## config.mk

```make
export PLATFORM = sky130hd
export DESIGN_NAME = ir_packet_tx_flat
export DESIGN_NICKNAME = d
export VERILOG_FILES = /design/src/rtl/ir_packet_tx_if.sv /design/src/rtl/ir_packet_tx.sv /design/src/flat_wrapper.sv
export SDC_FILE = /design/constraint.sdc
export NUM_CORES = 1
export LEC_CHECK = 0
export ABC_AREA = 0
export ABC_CLOCK_PERIOD_IN_PS = 2500
export CELL_PAD_IN_SITES_DETAIL_PLACEMENT = 2
export CELL_PAD_IN_SITES_GLOBAL_PLACEMENT = 2
export CORE_ASPECT_RATIO = 2
export CORE_UTILIZATION = 34
export DETAILED_ROUTE_END_ITERATION = 10
export PLACE_DENSITY = 0.78
export SLEW_MARGIN = 20
export SYNTH_ARGS = -nofsm -noshare
export SYNTH_HDL_FRONTEND = slang
export SYNTH_SLANG_ARGS = --single-unit
```

## constraint.sdc

```tcl
create_clock -name clk -period 2.5 [get_ports clk]
set_clock_uncertainty 0.05 [all_clocks]
set_input_delay 0.25 -clock clk [delete_from_list [all_inputs] [get_ports clk]]
set_output_delay 0.25 -clock clk [all_outputs]
set_load 0.02 [all_outputs]
```

## src/rtl/ir_packet_tx_if.sv

```systemverilog
`default_nettype none
// ============================================================================
// Module   : ir_packet_tx_if
// Purpose  : Request/status bundle between the command logic and the IR
//            packet transmitter.
// Signals  : i_send_packet  request pulse toward the transmitter
//            i_command      command bits, captured when a request is taken
//            i_repeat_en    enables periodic retransmission
//            o_ir_led       modulated LED drive
//            o_busy         packet in flight
//            o_packet_done  one-cycle end-of-packet pulse
//            o_state        IDLE=0 START=1 GAP=2 SELECT=3 ASSERT=4 DEASSERT=5
//            o_bit_index    command bits completed in the current packet
// Modports : slave  - transmitter side
//            master - requester side
// Revision : 1.0  initial release
// ============================================================================
interface ir_packet_tx_if #(
  parameter int N_CMD_BITS = 4
);
  localparam int c_IDX_W = $clog2(N_CMD_BITS + 1);

  logic                  i_send_packet;
  logic [N_CMD_BITS-1:0] i_command;
  logic                  i_repeat_en;
  logic                  o_ir_led;
  logic                  o_busy;
  logic                  o_packet_done;
  logic [2:0]            o_state;
  logic [c_IDX_W-1:0]    o_bit_index;

  modport slave (
    input  i_send_packet, i_command, i_repeat_en,
    output o_ir_led, o_busy, o_packet_done, o_state, o_bit_index
  );

  modport master (
    output i_send_packet, i_command, i_repeat_en,
    input  o_ir_led, o_busy, o_packet_done, o_state, o_bit_index
  );
endinterface
`default_nettype wire

```

## src/rtl/ir_packet_tx.sv

```systemverilog
`default_nettype none
// ============================================================================
// Module   : ir_packet_tx
// Purpose  : IR remote-control packet generator. Emits START burst, GAP,
//            SELECT burst, GAP, then per command bit (MSB first) an ASSERT
//            or DEASSERT burst followed by a GAP. Supports one pending
//            request and an optional auto-repeat timer.
// Ports    : clk    system clock, rising edge
//            rst_n  synchronous reset, active low
//            bus    ir_packet_tx_if.slave (request, command, LED, status)
// Revision : 1.0  initial release
// ============================================================================
module ir_packet_tx #(
  parameter int N_CMD_BITS     = 4,
  parameter int CARRIER_HALF   = 1389,
  parameter int START_BURST    = 192,
  parameter int GAP_SIZE       = 24,
  parameter int SELECT_BURST   = 24,
  parameter int ASSERT_BURST   = 48,
  parameter int DEASSERT_BURST = 24,
  parameter int REPEAT_PERIOD  = 10_000_000
) (
  input  logic          clk,
  input  logic          rst_n,
  ir_packet_tx_if.slave bus
);

  localparam int c_IDX_W = $clog2(N_CMD_BITS + 1);

  // Terminal counts (length - 1) for each phase, in clocks.
  localparam logic [31:0] c_START_LAST = 32'(2 * START_BURST    * CARRIER_HALF - 1);
  localparam logic [31:0] c_GAP_LAST   = 32'(2 * GAP_SIZE       * CARRIER_HALF - 1);
  localparam logic [31:0] c_SEL_LAST   = 32'(2 * SELECT_BURST   * CARRIER_HALF - 1);
  localparam logic [31:0] c_ASRT_LAST  = 32'(2 * ASSERT_BURST   * CARRIER_HALF - 1);
  localparam logic [31:0] c_DASR_LAST  = 32'(2 * DEASSERT_BURST * CARRIER_HALF - 1);
  localparam logic [31:0] c_HALF_LAST  = 32'(CARRIER_HALF - 1);
  localparam logic [31:0] c_REP_LAST   = 32'(REPEAT_PERIOD - 1);
  localparam logic [c_IDX_W-1:0] c_NBITS = c_IDX_W'(N_CMD_BITS);
  localparam bit          c_REP_ON     = (REPEAT_PERIOD > 0);

  typedef enum logic [2:0] {
    S_IDLE     = 3'd0,
    S_START    = 3'd1,
    S_GAP      = 3'd2,
    S_SELECT   = 3'd3,
    S_ASSERT   = 3'd4,
    S_DEASSERT = 3'd5
  } state_t;

  state_t                r_state, w_state_nxt;
  logic [31:0]           r_phase_cnt, r_car_cnt, r_rep_tmr;
  logic [31:0]           w_last_cnt, w_tmr_nxt;
  logic [N_CMD_BITS-1:0] r_shift, r_cmd, r_pend_cmd, w_start_cmd;
  logic [c_IDX_W-1:0]    r_bit_idx;
  logic                  r_pend, r_rep_due, r_sel_done, r_led, r_busy, r_done;
  logic                  w_phase_end, w_pkt_start, w_pkt_end, w_bit_done;
  logic                  w_start_req, w_rep_req, w_phase_chg, w_burst_nxt;

  // --------------------------------------------------------------------------
  // State register
  // --------------------------------------------------------------------------
  always_ff @(posedge clk) begin
    if (!rst_n) begin
      r_state <= S_IDLE;
    end else begin
      r_state <= w_state_nxt;
    end
  end

  // --------------------------------------------------------------------------
  // Next-state and control strobes
  // --------------------------------------------------------------------------
  always_comb begin
    w_state_nxt = r_state;
    w_pkt_start = 1'b0;
    w_pkt_end   = 1'b0;
    w_bit_done  = 1'b0;
    w_last_cnt  = c_GAP_LAST;

    // A fresh request beats a pending one, which beats a repeat.
    w_rep_req   = r_rep_due && bus.i_repeat_en;
    w_start_req = bus.i_send_packet || r_pend || w_rep_req;
    if (bus.i_send_packet) begin
      w_start_cmd = bus.i_command;
    end else if (r_pend) begin
      w_start_cmd = r_pend_cmd;
    end else begin
      w_start_cmd = r_cmd;
    end

    case (r_state)
      S_START:    w_last_cnt = c_START_LAST;
      S_SELECT:   w_last_cnt = c_SEL_LAST;
      S_ASSERT:   w_last_cnt = c_ASRT_LAST;
      S_DEASSERT: w_last_cnt = c_DASR_LAST;
      default:    w_last_cnt = c_GAP_LAST;
    endcase
    w_phase_end = (r_phase_cnt == w_last_cnt);

    case (r_state)
      S_IDLE: begin
        if (w_start_req) begin
          w_state_nxt = S_START;
          w_pkt_start = 1'b1;
        end
      end
      S_START, S_SELECT: begin
        if (w_phase_end) w_state_nxt = S_GAP;
      end
      S_ASSERT, S_DEASSERT: begin
        if (w_phase_end) begin
          w_state_nxt = S_GAP;
          w_bit_done  = 1'b1;
        end
      end
      S_GAP: begin
        if (w_phase_end) begin
          if (!r_sel_done) begin
            w_state_nxt = S_SELECT;
          end else if (r_bit_idx < c_NBITS) begin
            w_state_nxt = r_shift[N_CMD_BITS-1] ? S_ASSERT : S_DEASSERT;
          end else begin
            // Packet end; a queued request chains straight into START.
            w_pkt_end = 1'b1;
            if (w_start_req) begin
              w_state_nxt = S_START;
              w_pkt_start = 1'b1;
            end else begin
              w_state_nxt = S_IDLE;
            end
          end
        end
      end
      default: w_state_nxt = S_IDLE;
    endcase

    w_phase_chg = w_pkt_start || (w_state_nxt != r_state);
    w_burst_nxt = (w_state_nxt == S_START)  || (w_state_nxt == S_SELECT) ||
                  (w_state_nxt == S_ASSERT) || (w_state_nxt == S_DEASSERT);

    if (w_pkt_start || (r_rep_tmr == c_REP_LAST)) begin
      w_tmr_nxt = '0;
    end else begin
      w_tmr_nxt = r_rep_tmr + 32'd1;
    end
  end

  // --------------------------------------------------------------------------
  // Datapath: phase/carrier counters, command shift, pending, repeat
  // --------------------------------------------------------------------------
  always_ff @(posedge clk) begin
    if (!rst_n) begin
      r_phase_cnt <= '0;
      r_car_cnt   <= '0;
      r_led       <= 1'b0;
      r_busy      <= 1'b0;
      r_done      <= 1'b0;
      r_shift     <= '0;
      r_cmd       <= '0;
      r_pend_cmd  <= '0;
      r_pend      <= 1'b0;
      r_sel_done  <= 1'b0;
      r_bit_idx   <= '0;
      r_rep_tmr   <= '0;
      r_rep_due   <= 1'b0;
    end else begin
      r_busy <= (w_state_nxt != S_IDLE);
      r_done <= w_pkt_end;

      if (w_phase_chg) begin
        r_phase_cnt <= '0;
      end else if (r_state != S_IDLE) begin
        r_phase_cnt <= r_phase_cnt + 32'd1;
      end

      // Carrier: LED high for the first half-period of every burst entry.
      if (w_burst_nxt) begin
        if (w_phase_chg) begin
          r_car_cnt <= '0;
          r_led     <= 1'b1;
        end else if (r_car_cnt == c_HALF_LAST) begin
          r_car_cnt <= '0;
          r_led     <= ~r_led;
        end else begin
          r_car_cnt <= r_car_cnt + 32'd1;
        end
      end else begin
        r_car_cnt <= '0;
        r_led     <= 1'b0;
      end

      if (w_pkt_start) begin
        r_shift    <= w_start_cmd;
        r_cmd      <= w_start_cmd;
        r_bit_idx  <= '0;
        r_sel_done <= 1'b0;
      end else begin
        if (w_bit_done) begin
          r_shift   <= r_shift << 1;
          r_bit_idx <= r_bit_idx + 1'b1;
        end
        if (r_state == S_SELECT && w_phase_chg) r_sel_done <= 1'b1;
      end

      if (w_pkt_start) begin
        r_pend <= 1'b0;
      end else if (bus.i_send_packet && r_busy) begin
        r_pend     <= 1'b1;
        r_pend_cmd <= bus.i_command;
      end

      if (!c_REP_ON || !bus.i_repeat_en) begin
        r_rep_tmr <= '0;
        r_rep_due <= 1'b0;
      end else begin
        r_rep_tmr <= w_tmr_nxt;
        if (w_tmr_nxt == c_REP_LAST) begin
          r_rep_due <= 1'b1;
        end else if (w_pkt_start) begin
          r_rep_due <= 1'b0;
        end
      end
    end
  end

  assign bus.o_ir_led      = r_led;
  assign bus.o_busy        = r_busy;
  assign bus.o_packet_done = r_done;
  assign bus.o_state       = r_state;
  assign bus.o_bit_index   = r_bit_idx;

endmodule
`default_nettype wire

```

## src/flat_wrapper.sv

```systemverilog
// flat-port wrapper written by rule: the top's interface ports become plain ports
module ir_packet_tx_flat 
#(
  parameter int N_CMD_BITS     = 4,
  parameter int CARRIER_HALF   = 1389,
  parameter int START_BURST    = 192,
  parameter int GAP_SIZE       = 24,
  parameter int SELECT_BURST   = 24,
  parameter int ASSERT_BURST   = 48,
  parameter int DEASSERT_BURST = 24,
  parameter int REPEAT_PERIOD  = 10_000_000
)
  (clk, rst_n, bus_i_send_packet, bus_i_command, bus_i_repeat_en, bus_o_ir_led, bus_o_busy, bus_o_packet_done, bus_o_state, bus_o_bit_index);
  ir_packet_tx_if #(.N_CMD_BITS(N_CMD_BITS)) bus_i ();
  input  logic clk;
  input  logic rst_n;
  input wire logic [$bits(bus_i.i_send_packet)-1:0] bus_i_send_packet;
  input wire logic [$bits(bus_i.i_command)-1:0] bus_i_command;
  input wire logic [$bits(bus_i.i_repeat_en)-1:0] bus_i_repeat_en;
  output wire logic [$bits(bus_i.o_ir_led)-1:0] bus_o_ir_led;
  output wire logic [$bits(bus_i.o_busy)-1:0] bus_o_busy;
  output wire logic [$bits(bus_i.o_packet_done)-1:0] bus_o_packet_done;
  output wire logic [$bits(bus_i.o_state)-1:0] bus_o_state;
  output wire logic [$bits(bus_i.o_bit_index)-1:0] bus_o_bit_index;
  assign bus_i.i_send_packet = bus_i_send_packet;
  assign bus_i.i_command = bus_i_command;
  assign bus_i.i_repeat_en = bus_i_repeat_en;
  assign bus_o_ir_led = bus_i.o_ir_led;
  assign bus_o_busy = bus_i.o_busy;
  assign bus_o_packet_done = bus_i.o_packet_done;
  assign bus_o_state = bus_i.o_state;
  assign bus_o_bit_index = bus_i.o_bit_index;
  ir_packet_tx #(.N_CMD_BITS(N_CMD_BITS), .CARRIER_HALF(CARRIER_HALF), .START_BURST(START_BURST), .GAP_SIZE(GAP_SIZE), .SELECT_BURST(SELECT_BURST), .ASSERT_BURST(ASSERT_BURST), .DEASSERT_BURST(DEASSERT_BURST), .REPEAT_PERIOD(REPEAT_PERIOD)) u_core (.clk(clk), .rst_n(rst_n), .bus(bus_i));
endmodule
```

==> impl.org <==
** Pwr
- Final Total Pwr :: between 4 and 5 mW
- For this design the ratio of total power to cell area is slightly above 600 nW/um2.
- The analysis attributes to cell leakage a power of approximately 2.7 nW.
- VDD sags by at most approximately 0.45 mV.

** Floorplanning
- The die covers 18,100 um2.
- Ports placed on the boundary :: 17
- Area of the core :: 17,200 um2
- Effective utilization at floorplan :: 0.346
- The die is between 150 and 200 um tall.
- Row generation in the floorplan step produced 68 rows.
- The floorplan step set the die width to 95.6 um.

** Setup path
- Arr. time, crit path :: 3010 ps
- Category of the critical setup timing path :: flop to flop
- In this design, the largest share of critical-path delay is due to simple AND/OR/NAND/NOR gates.
- Measured in cells, the most critical reg-to-reg path has a length of 11.
- For flop-to-flop paths, the worst setup slack is -250 ps.
- Critical path, cell by cell :: ha_1 > nor4b_1 > nand3_1 > a2111oi_4 > buf_4 > and2_4 > buf_8 > buf_6 > a31oi_1 > nor2_1 > nor3_1
- Crit path launch type :: flop
- Critical Path Max Stage Delay :: 380 ps
- Kind of end point of the critical path :: flop
- Data required time of the critical path :: 2770 ps
- Highest-delay cell along the critical path :: sky130_fd_sc_hd__dfxtp_1
- Crit Reg-Reg Endpoint :: u_core.bus.o_state[1]
- The startpoint identified for the worst register-to-register timing path is u_core.r_phase_cnt[1].
- Critical Path Fanout Max :: 9
- The critical path contains buffers and inverters numbering 3 combined.

** Route
- Post-route DRC violation count :: 0
- The routed layout has 5,907 vias.
- Final routed wirelength across all metal layers :: 25.7 mm
- The first routing iteration left around 210 violations.
- After detailed routing, the average wire length per cell comes to ~25 um.
- The first detailed-routing pass ran for 4 iterations.
- Number of nets with antenna violations after detailed routing :: 0
- Via-to-Cell Ratio :: approximately 5.8

** STA
- After layout, the worst setup slack is -245 ps.
- Slew at the pin closest to its max-slew limit :: 746 ps
- Total negative slack :: -15,330 ps
- Final-report setup violation count :: 116
- Min Clock Period, post-route :: approximately 2700 ps
- Min Hold Slack :: 409 ps
- Setup repair after global routing could not meet its margin everywhere.
- Of the available clock period, the critical path in the final layout requires 1.10.
- Worst slew slack as a fraction of its limit :: 0.498
- Number of pins exceeding their max-slew limit in the final report :: 0
- Maximum operating frequency :: 364 MHz
- Fin. Hold Viols :: 0

** Clock network
- Clock Sink Count :: 120
- TritonCTS buffer count :: 17
- No sink is reached through more buffers than the 2 on the longest clock path.
- H-tree level count :: 4
- Clock latency reported for the late side of the worst-skew pair :: 440 ps
- The tree is rooted in a sky130_fd_sc_hd__clkbuf_16.
- TritonCTS clock tree :: done
- Clock transition at the registers of the reported paths :: 60 ps

** Layout
- Area used by multi-input combinational logic :: around 3600 um2
- Utilization after layout :: 0.453
- Layout Cell Area excl Fill :: about 8000 um2
- Registers take 2410 um2.
- The layout has around 1,900 filler cells.
- ANT cells :: 0
- Of the cells placed in the final design, the portion with a size suffix greater than 1 is 0.213.
- Excluding fillers, the count of instances in the completed layout stands at 1,025.
- From synthesis to final layout, the design area changed by 30.8%.
- Final #Nets :: 815

** Logic synthesis
- Sequential-to-total area share from yosys stat :: 0.403
- Most instantiated cells after synthesis :: 139 x sky130_fd_sc_hd__nor2_1, 120 x sky130_fd_sc_hd__dfxtp_1, 57 x sky130_fd_sc_hd__xor2_1, 55 x sky130_fd_sc_hd__nand2_1, 36 x sky130_fd_sc_hd__nand3_1
- The share of synthesized area in the top cell type comes to 0.403.
- Register bit count reported by yosys :: 120
- In this run the mean area of a mapped cell was ~8.3 um2.
- Among all cell types in the netlist, the one instantiated most often is sky130_fd_sc_hd__nor2_1.
- Sorting the synthesized cells by area gives the leading types as sky130_fd_sc_hd__dfxtp_1 40%, sky130_fd_sc_hd__nor2_1 8.8%, sky130_fd_sc_hd__xor2_1 8.4%.
- The synthesized design spends more area on one cell type than any other, namely sky130_fd_sc_hd__dfxtp_1.
- The mapped netlist covers 5950 um2.
- Post-Synthesis Net Count :: around 730
- In this run, synthesis inferred 0 flip-flops with an integrated enable.
- Instance count of the mapped netlist :: 715
- For this run, the number of Yosys warnings is 0.
- FFs w/ async S/R, synth :: 0
- Yosys mapped the design onto 62 distinct sky130hd cell types.
- Flip-flop cell with the highest count after synthesis :: sky130_fd_sc_hd__dfxtp_1

** Worst hold path
- The worst hold path terminates at u_core.r_rep_tmr[0].
- The path class of the tightest hold or removal check is flop to flop.
- Counting instances, the worst hold path has a depth of 1.
- The worst hold path begins at u_core.r_rep_tmr[0].

** Placed design
- Routability-driven placement finished with a final weighted congestion of 0.805.
- Setup Slack @ Placement :: -199 ps
- The number of placed instances, taps included, is 980.
- Summing all placed instances gives a cell area of slightly below 7000 um2.
- Detailed placement ended at an HPWL of roughly 15 mm.
- Number of input and output port buffers inserted :: 16

** GRT
- Overall fraction of global-route tracks in use :: 0.247
- Global-route wire length before repair :: approximately 33 mm
- Overflow left after global routing :: 0
- The number of antenna violations at the first check in global routing came to 0.
- Largest net degree at the start of global routing :: 33
- The number of global-route vias before repair is approximately 6,300.

** Status
- Result of the run :: finished with violations
- The final reports fail on setup timing.

** Job
- Max-cap violations in this run came to 0.
-- cell type report --
type | count | share of cell area
inverter | 13 | 0.00627
tap | 210 | 0.0337
multi-input combinational | 549 | 0.459
clock inverter | 14 | 0.0191
clock buffer | 18 | 0.0564
sequential | 120 | 0.309
timing repair buffer | 101 | 0.116
-- kinds of logic after synthesis --
| group | count (synthesis) | synth area share |
|---|---|---|
| AND/OR/NAND/NOR | 371 | 0.311 |
| XOR/XNOR | 92 | 0.135 |
| adder cells (fa/ha/maj) | 5 | 0.0105 |
| flip-flops | 120 | 0.403 |
| multiplexers | 15 | 0.0254 |
| AO/OA/AOI/OAI | 66 | 0.0799 |
| buffers and inverters | 46 | 0.0345 |
-- registers in the layout, indices dropped and copies added, names as in the netlist, 3 cells and up --
register / cells
u_core.r_car_cnt: 32
u_core.r_phase_cnt: 32
u_core.r_rep_tmr: 32
u_core.r_cmd: 4
u_core.r_pend_cmd: 4
u_core.r_shift: 4
u_core.bus.o_bit_index: 3
u_core.bus.o_state: 3
-- placed cells by master, fill, tap and decap left out, drive strengths merged, types with 14 or more instances in the layout --
cell type      instances
nor2                 139
dfxtp                120
buf                   82
xor2                  57
nand2                 55
nand3                 36
nand4                 35
xnor2                 35
nor3                  26
nor4                  22
clkbuf                21
a21oi                 19
clkdlybuf4s50         16
inv                   16
mux2i                 14
-- routing by layer --
metal / GRT usage / share of wire / up-vias / routed length, um
li1: - / - / 2664 / -
met1: 0.223 / 0.34 / 3009 / 8830
met2: 0.489 / 0.57 / 147 / 14600
met3: 0.0369 / 0.025 / 87 / 637
met4: 0.144 / 0.062 / 0 / 1600
met5: 0 / 0 / - / 0
-- how the worst max path moves through the flow --
stage / startpoint / to / slack (ps) / depth (start not counted)
3_3_place_gp: u_core.bus.o_state[1] / u_core.r_pend_cmd[0] / -110 / 9
3_5_place_dp: u_core.bus.o_state[1] / u_core.r_car_cnt[2] / -200 / 9
5_1_grt: u_core.r_rep_tmr[0] / u_core.r_rep_due / -300 / 10
4_1_cts: u_core.r_phase_cnt[6] / u_core.r_pend_cmd[3] / -5 / 9
2_1_floorplan: u_core.bus.o_state[0] / u_core.r_car_cnt[10] / 3 / 10
6_report: u_core.r_phase_cnt[1] / u_core.bus.o_state[1] / -250 / 11
-- what timing repair did --
item / CTS / global route
setup buffers: 3 / 7
setup endpoints to repair: 118 / 118
hold buffers: 0 / 0
gates cloned: 0 / 3
pin swaps: 3 / 12
resized for setup: 15 / 42
-- power by group --
| part | total [mW] | internal (mW) | switching, mW | leakage [nW] |
|---|---|---|---|---|
| Clock | 2.51 | 1.50 | 1.02 | 0.279 |
| Combinational | 0.323 | 0.135 | 0.187 | 1.45 |
| Sequential | 1.95 | 1.93 | 0.0199 | 0.971 |
| Total | 4.79 | 3.57 | 1.22 | 2.70 |
No activity file was read; power rests on OpenSTA's default activity.
==> variant 1: new RTL, same settings <==
`N_CMD_BITS` is set to 4 in 3 places; all go to 8.
--- a/src/rtl/ir_packet_tx_if.sv
+++ b/src/rtl/ir_packet_tx_if.sv
@@ -16,7 +16,7 @@
 // Revision : 1.0  initial release
 // ============================================================================
 interface ir_packet_tx_if #(
-  parameter int N_CMD_BITS = 4
+  parameter int N_CMD_BITS = 8
 );
   localparam int c_IDX_W = $clog2(N_CMD_BITS + 1);
 
--- a/src/rtl/ir_packet_tx.sv
+++ b/src/rtl/ir_packet_tx.sv
@@ -11,7 +11,7 @@
 // Revision : 1.0  initial release
 // ============================================================================
 module ir_packet_tx #(
-  parameter int N_CMD_BITS     = 4,
+  parameter int N_CMD_BITS     = 8,
   parameter int CARRIER_HALF   = 1389,
   parameter int START_BURST    = 192,
   parameter int GAP_SIZE       = 24,
--- a/src/flat_wrapper.sv
+++ b/src/flat_wrapper.sv
@@ -1,7 +1,7 @@
 // flat-port wrapper written by rule: the top's interface ports become plain ports
 module ir_packet_tx_flat 
 #(
-  parameter int N_CMD_BITS     = 4,
+  parameter int N_CMD_BITS     = 8,
   parameter int CARRIER_HALF   = 1389,
   parameter int START_BURST    = 192,
   parameter int GAP_SIZE       = 24,
Ports: changed (resized bus_i_command and bus_o_bit_index); port bits go from 17 to 22. The function was not compared with the original's and may differ.
==> variant 1 against the unedited design <==
  * Total power up 12%
  * Design area is 12% higher
  * Critical path depth shrank 3
  * Wire length shrank 4.4%
  * Non-clock buffer count grew 14
  * Sequential cell count increased by 13
  * Setup slack better by 0.30 ns
  * Area after synthesis up 12%
==> variant 1: results (changes against the unedited design) <==
- Area fraction in compound gates after synthesis: 7.71% (-0.28 points)
* Met3 Resource Use GR: 4.39% (+0.69 points)
* Worst reg-to-reg setup slack: 0.06 ns (+0.30 ns)
- The maximum fanout along the worst path came to 5 (-4).
* Fraction of the yosys area taken by sequential cells: 39.9% (-0.43 points)
- Worst hold path startpoint: bus_i_command[5]
* P_seq: 0.00218 W (+12%)
- FF-to-FF End: u_core.r_rep_due$_SDFFE_PN0P_
- Total length of routed met2 wires: 14.5 mm (-0.91%)
* Logic depth of the worst register-to-register path: 8 (-3)
- The placed cell area was 7720 um2 (+14%).
* Clock network fraction of total power: 53.4% (+0.9 points)
- Post-synthesis adder-cell area fraction: 0.938% (-0.11 points)
- Maximum resistive drop on vdd: 341 uV (-24%)
- The filler cell count came to 2119 (+12%).
- CP peak stage delay: 0.52 ns (+0.14 ns)
- Placement-stage worst setup slack: -0.174 ns (+0.0242 ns)
* Met2 Usage GRT: 49.4% (+0.46 points)
* Result of the run: finished, final reports clean
* Class of the tightest hold or removal check: input port to register
* Worst slack on hold paths: 0.407 ns (-0.00117 ns)
- Transition time of the tightest slew-check pin: 0.496 ns (-0.249 ns)
- Syn nets: 803 (+10%)
- Post-synthesis mux area share: 5.25% (+2.7 points)
- The number of I/O port buffers is 21 (+5).
- The share of post-route cells with drive strength above 1 came to 21.7% (+0.35 points).
[variant 1: worst max-delay path, delay by kind of cell (launching register included)]
kind            cells  cell delay, ns
simple gates        4            0.96
compound gates      2            0.62
flops               1            0.40
buf+inv             2            0.34
[variant 1: layout make-up]
class                   instances  area, um2  area share, %
repair buffers                115        970           11.1
multi-input cells             601       4030           46.2
clock inverters                12        200           2.30
clock buffers                  19        453           5.19
well taps                     259        324           3.72
flip-flops and latches        133       2690           30.8
inverters                      14       52.6          0.603
[variant 1: repair_timing]
action,in CTS,in global routing
cloned,2,1
endpoints found under the setup margin,92,108
buffers inserted,1,5
gates resized for setup,20,48
hold endpoints to repair,0,0
pin swaps,5,15
[variant 1: logic make-up after synthesis]
kind of cell	after synthesis
muxes	35
buffers and inverters	55
xor gates and xnor gates	93
and+or+nand+nor	393
DFF	133
adders and majority gates	5
AOI/OAI and AO/OA	72
==> variant 2: new RTL, same flow settings <==
Without the edit above. Make the reset (`rst_n`) asynchronous in 2 clocked blocks. Comments in the files are not updated.
--- a/src/rtl/ir_packet_tx.sv
+++ b/src/rtl/ir_packet_tx.sv
@@ -59,7 +59,7 @@
   // --------------------------------------------------------------------------
   // State register
   // --------------------------------------------------------------------------
-  always_ff @(posedge clk) begin
+  always_ff @(posedge clk or negedge rst_n) begin
     if (!rst_n) begin
       r_state <= S_IDLE;
     end else begin
@@ -148,7 +148,7 @@
   // --------------------------------------------------------------------------
   // Datapath: phase/carrier counters, command shift, pending, repeat
   // --------------------------------------------------------------------------
-  always_ff @(posedge clk) begin
+  always_ff @(posedge clk or negedge rst_n) begin
     if (!rst_n) begin
       r_phase_cnt <= '0;
       r_car_cnt   <= '0;
Formal check against the unedited RTL: differs if rst_n is asserted again (counterexample within 4 cycles, from zero or initial values and one cycle with rst_n low); with rst_n held inactive, the same outputs for 10 cycles.
==> variant 2 against the unedited design <==
  * The flow still finishes with violations (setup timing)
  * Area after synthesis up 9.1%
  * Design area up 21%
  * Setup slack worse by 0.20 ns
  * Wire length up 37%
  * Critical path type unchanged
  * Global-route usage up 7.3 points
  * Largest cell class unchanged
  * Sequential cell count unchanged
Power is not compared: it rests on default switching activity, and its combinational part moved more than twofold at a synthesized area within 25%.
==> variant 2: results (changes against the unedited design) <==
* Placement-stage cell area: 7630 um2 (+12%)
- The count of clock buffers in the final design is 20 (+2).
- Final worst-path setup slack: -0.442 ns (-0.197 ns)
- Standby leakage power: between 4 and 5 nW
- Starting DRT DRC Count: 344 (+65%)
* Detailed placer's ending HPWL: 16.6 mm (+12%)
- Post-layout nets: 859 (+5.4%)
* Syn nets: 724 (-0.55%)
- The worst slack after detailed placement came to -0.411 ns (-0.212 ns).
- The number of global-route vias before repair is 7532 (+19%).
* Total Routed Length: 35.2 mm (+37%)
- Count of clock tree sinks: 120 (unchanged)
- Fill cell total of the finished layout: 1883 (-0.42%)
- Peak Freq: 340 MHz (-6.7%)
- The placer's final routability congestion estimate was 0.860 (+6.9%).
- The clock latency on the worst-skew pair is 0.46 ns (+0.02 ns).
- Number of ordinary and repair buffers in the finished layout: 146 (+45%)
* Layout cells sized above 1: 32.7% (+11 points)
- Transition time of the tightest slew-check pin: 0.829 ns (+0.0829 ns)
- Async set-or-reset flop fraction in the synthesized netlist: 100% (+100 points)
- Setup Viol. Count Final: 117 (+0.86%)
- Multi-input gate count: 542 (-1.3%)
- The delay of the slowest cell on the worst path is 0.53 ns (+0.15 ns).
- The number of non-filler instances in the completed layout is 1114 (+8.7%).
- Arrival time at the worst endpoint: 3.22 ns (+0.21 ns)
- Top cells by instance count after synthesis: dfrtp_1, nor2_1, nand2_1
- Result of the run: finished with violations
* Met3 Resource Use GR: 5.06% (+1.4 points)
* Register cell area after layout: 3010 um2 (+25%)
- Well-tap cell count: 255 (+21%)
- Met2 Usage GRT: 61.4% (+12 points)
- Peak fanout along the critical path: 5 (-4)
- NonClk Buf Share: 15.4% (+3.7 points)
* Length of routed wiring on met1: 11.2 mm (+27%)
* Pin count of the biggest net entering global routing: 45 (+36%)
* Fraction of the yosys area taken by sequential cells: 46.2% (+5.9 points)
- Detailed route wirelength on metal3: 1.34 mm (+110%)
- Number of logic inverters in the finished layout: 19 (+6)
- The slowest stage of the critical path is the nor4_1 cell.
* Number of instances in the synthesized netlist: 711 (-0.56%)
- Initial antenna violation count: 0 (unchanged)
* TNS Setup: -29.48 ns (-14.15 ns)
- The wire length of the first global-routing pass was 45.7 mm (+37%).
* Failing checks: setup timing
* Util after Layout: 50.5% (+5.2 points)
- Maximum resistive drop on vdd: 716 uV
* Total length of routed met2 wires: 19.2 mm (+32%)
- Leading post-synthesis cells by cell area: dfrtp_1, xnor2_1, nor2_1, xor2_1, nand2_1
- The path class of the tightest hold or removal check is input port to asynchronous set/reset pin.
* 1st-pass router iterations: 5 (+1)
* Count of vias placed by the detailed router: 6699 (+13%)
- The startpoint identified for the worst register-to-register timing path is u_core.r_phase_cnt[31]$_DFFE_PN0P_.
- The global-route track usage on met1 was 28.8% (+6.5 points).
* Clock tree cell share of total cell area: 6.41% (-1.1 points)
* Area of the multi-input gates: 4000 um2 (+12%)
- The total instance count after detailed placement was 1049 (+7.0%).
- Tot GR Track Use: 31.9% (+7.3 points)
- The number of library cell types mapped by synthesis is 49 (-21%).
## variant 2: timing repair
action / in CTS / in global routing
endpoints found under the setup margin: 88 / 117
pin swaps: 30 / 27
gates resized for setup: 82 / 95
hold endpoints to repair: 27 / 0
hold buffers: 1 / 0
gates cloned: 7 / 5
setup buffers: 10 / 12
## variant 2: power by group through the flow
stage                     Combinational [W]  Clock (W)  Sequential (W)
final                               0.00159    0.00270         0.00240
after global routing                0.00164    0.00277         0.00240
after CTS                           0.00124    0.00264         0.00234
after detailed placement           0.000932          0         0.00236
after global placement             0.000862          0         0.00233
after floorplan                    0.000485          0         0.00233
## variant 2: path summary, 6_finish.rpt
check	to	slack (ns)	depth (start not counted)
setup / recovery	u_core.r_car_cnt[17]$_DFF_PN0_	-0.44	9
max in group asynchronous	u_core.r_phase_cnt[26]$_DFFE_PN0P_	1.31	3
hold reg to reg	u_core.r_pend_cmd[2]$_DFFE_PN0P_	0.49	1
min in group clk	u_core.r_pend_cmd[1]$_DFFE_PN0P_	0.46	2
hold / removal	u_core.r_rep_tmr[15]$_DFF_PN0_	0.27	2
setup reg to reg	u_core.r_car_cnt[17]$_DFF_PN0_	-0.44	9
## variant 2: cell families (layout without fill, tap and decap cells)
logic type | Yosys count | after routing | synth area share [%]
AO/OA/AOI/OAI | 36 | 36 | 3.54
XOR/XNOR | 98 | 98 | 13.2
adder cells (fa/ha/maj) | 5 | 5 | 0.963
buffers and inverters | 49 | 197 | 3.24
flip-flops | 120 | 120 | 46.2
multiplexers | 16 | 16 | 2.64
AND/OR/NAND/NOR | 387 | 387 | 30.2
## variant 2: worst reg2reg max path, delay by kind of cell (launching register included)
kind / cells / cell delay [ns]
AND/OR/NAND/NOR: 5 / 1.61
flip-flops: 1 / 0.45
AO/OA/AOI/OAI: 2 / 0.39
buffers and inverters: 2 / 0.31
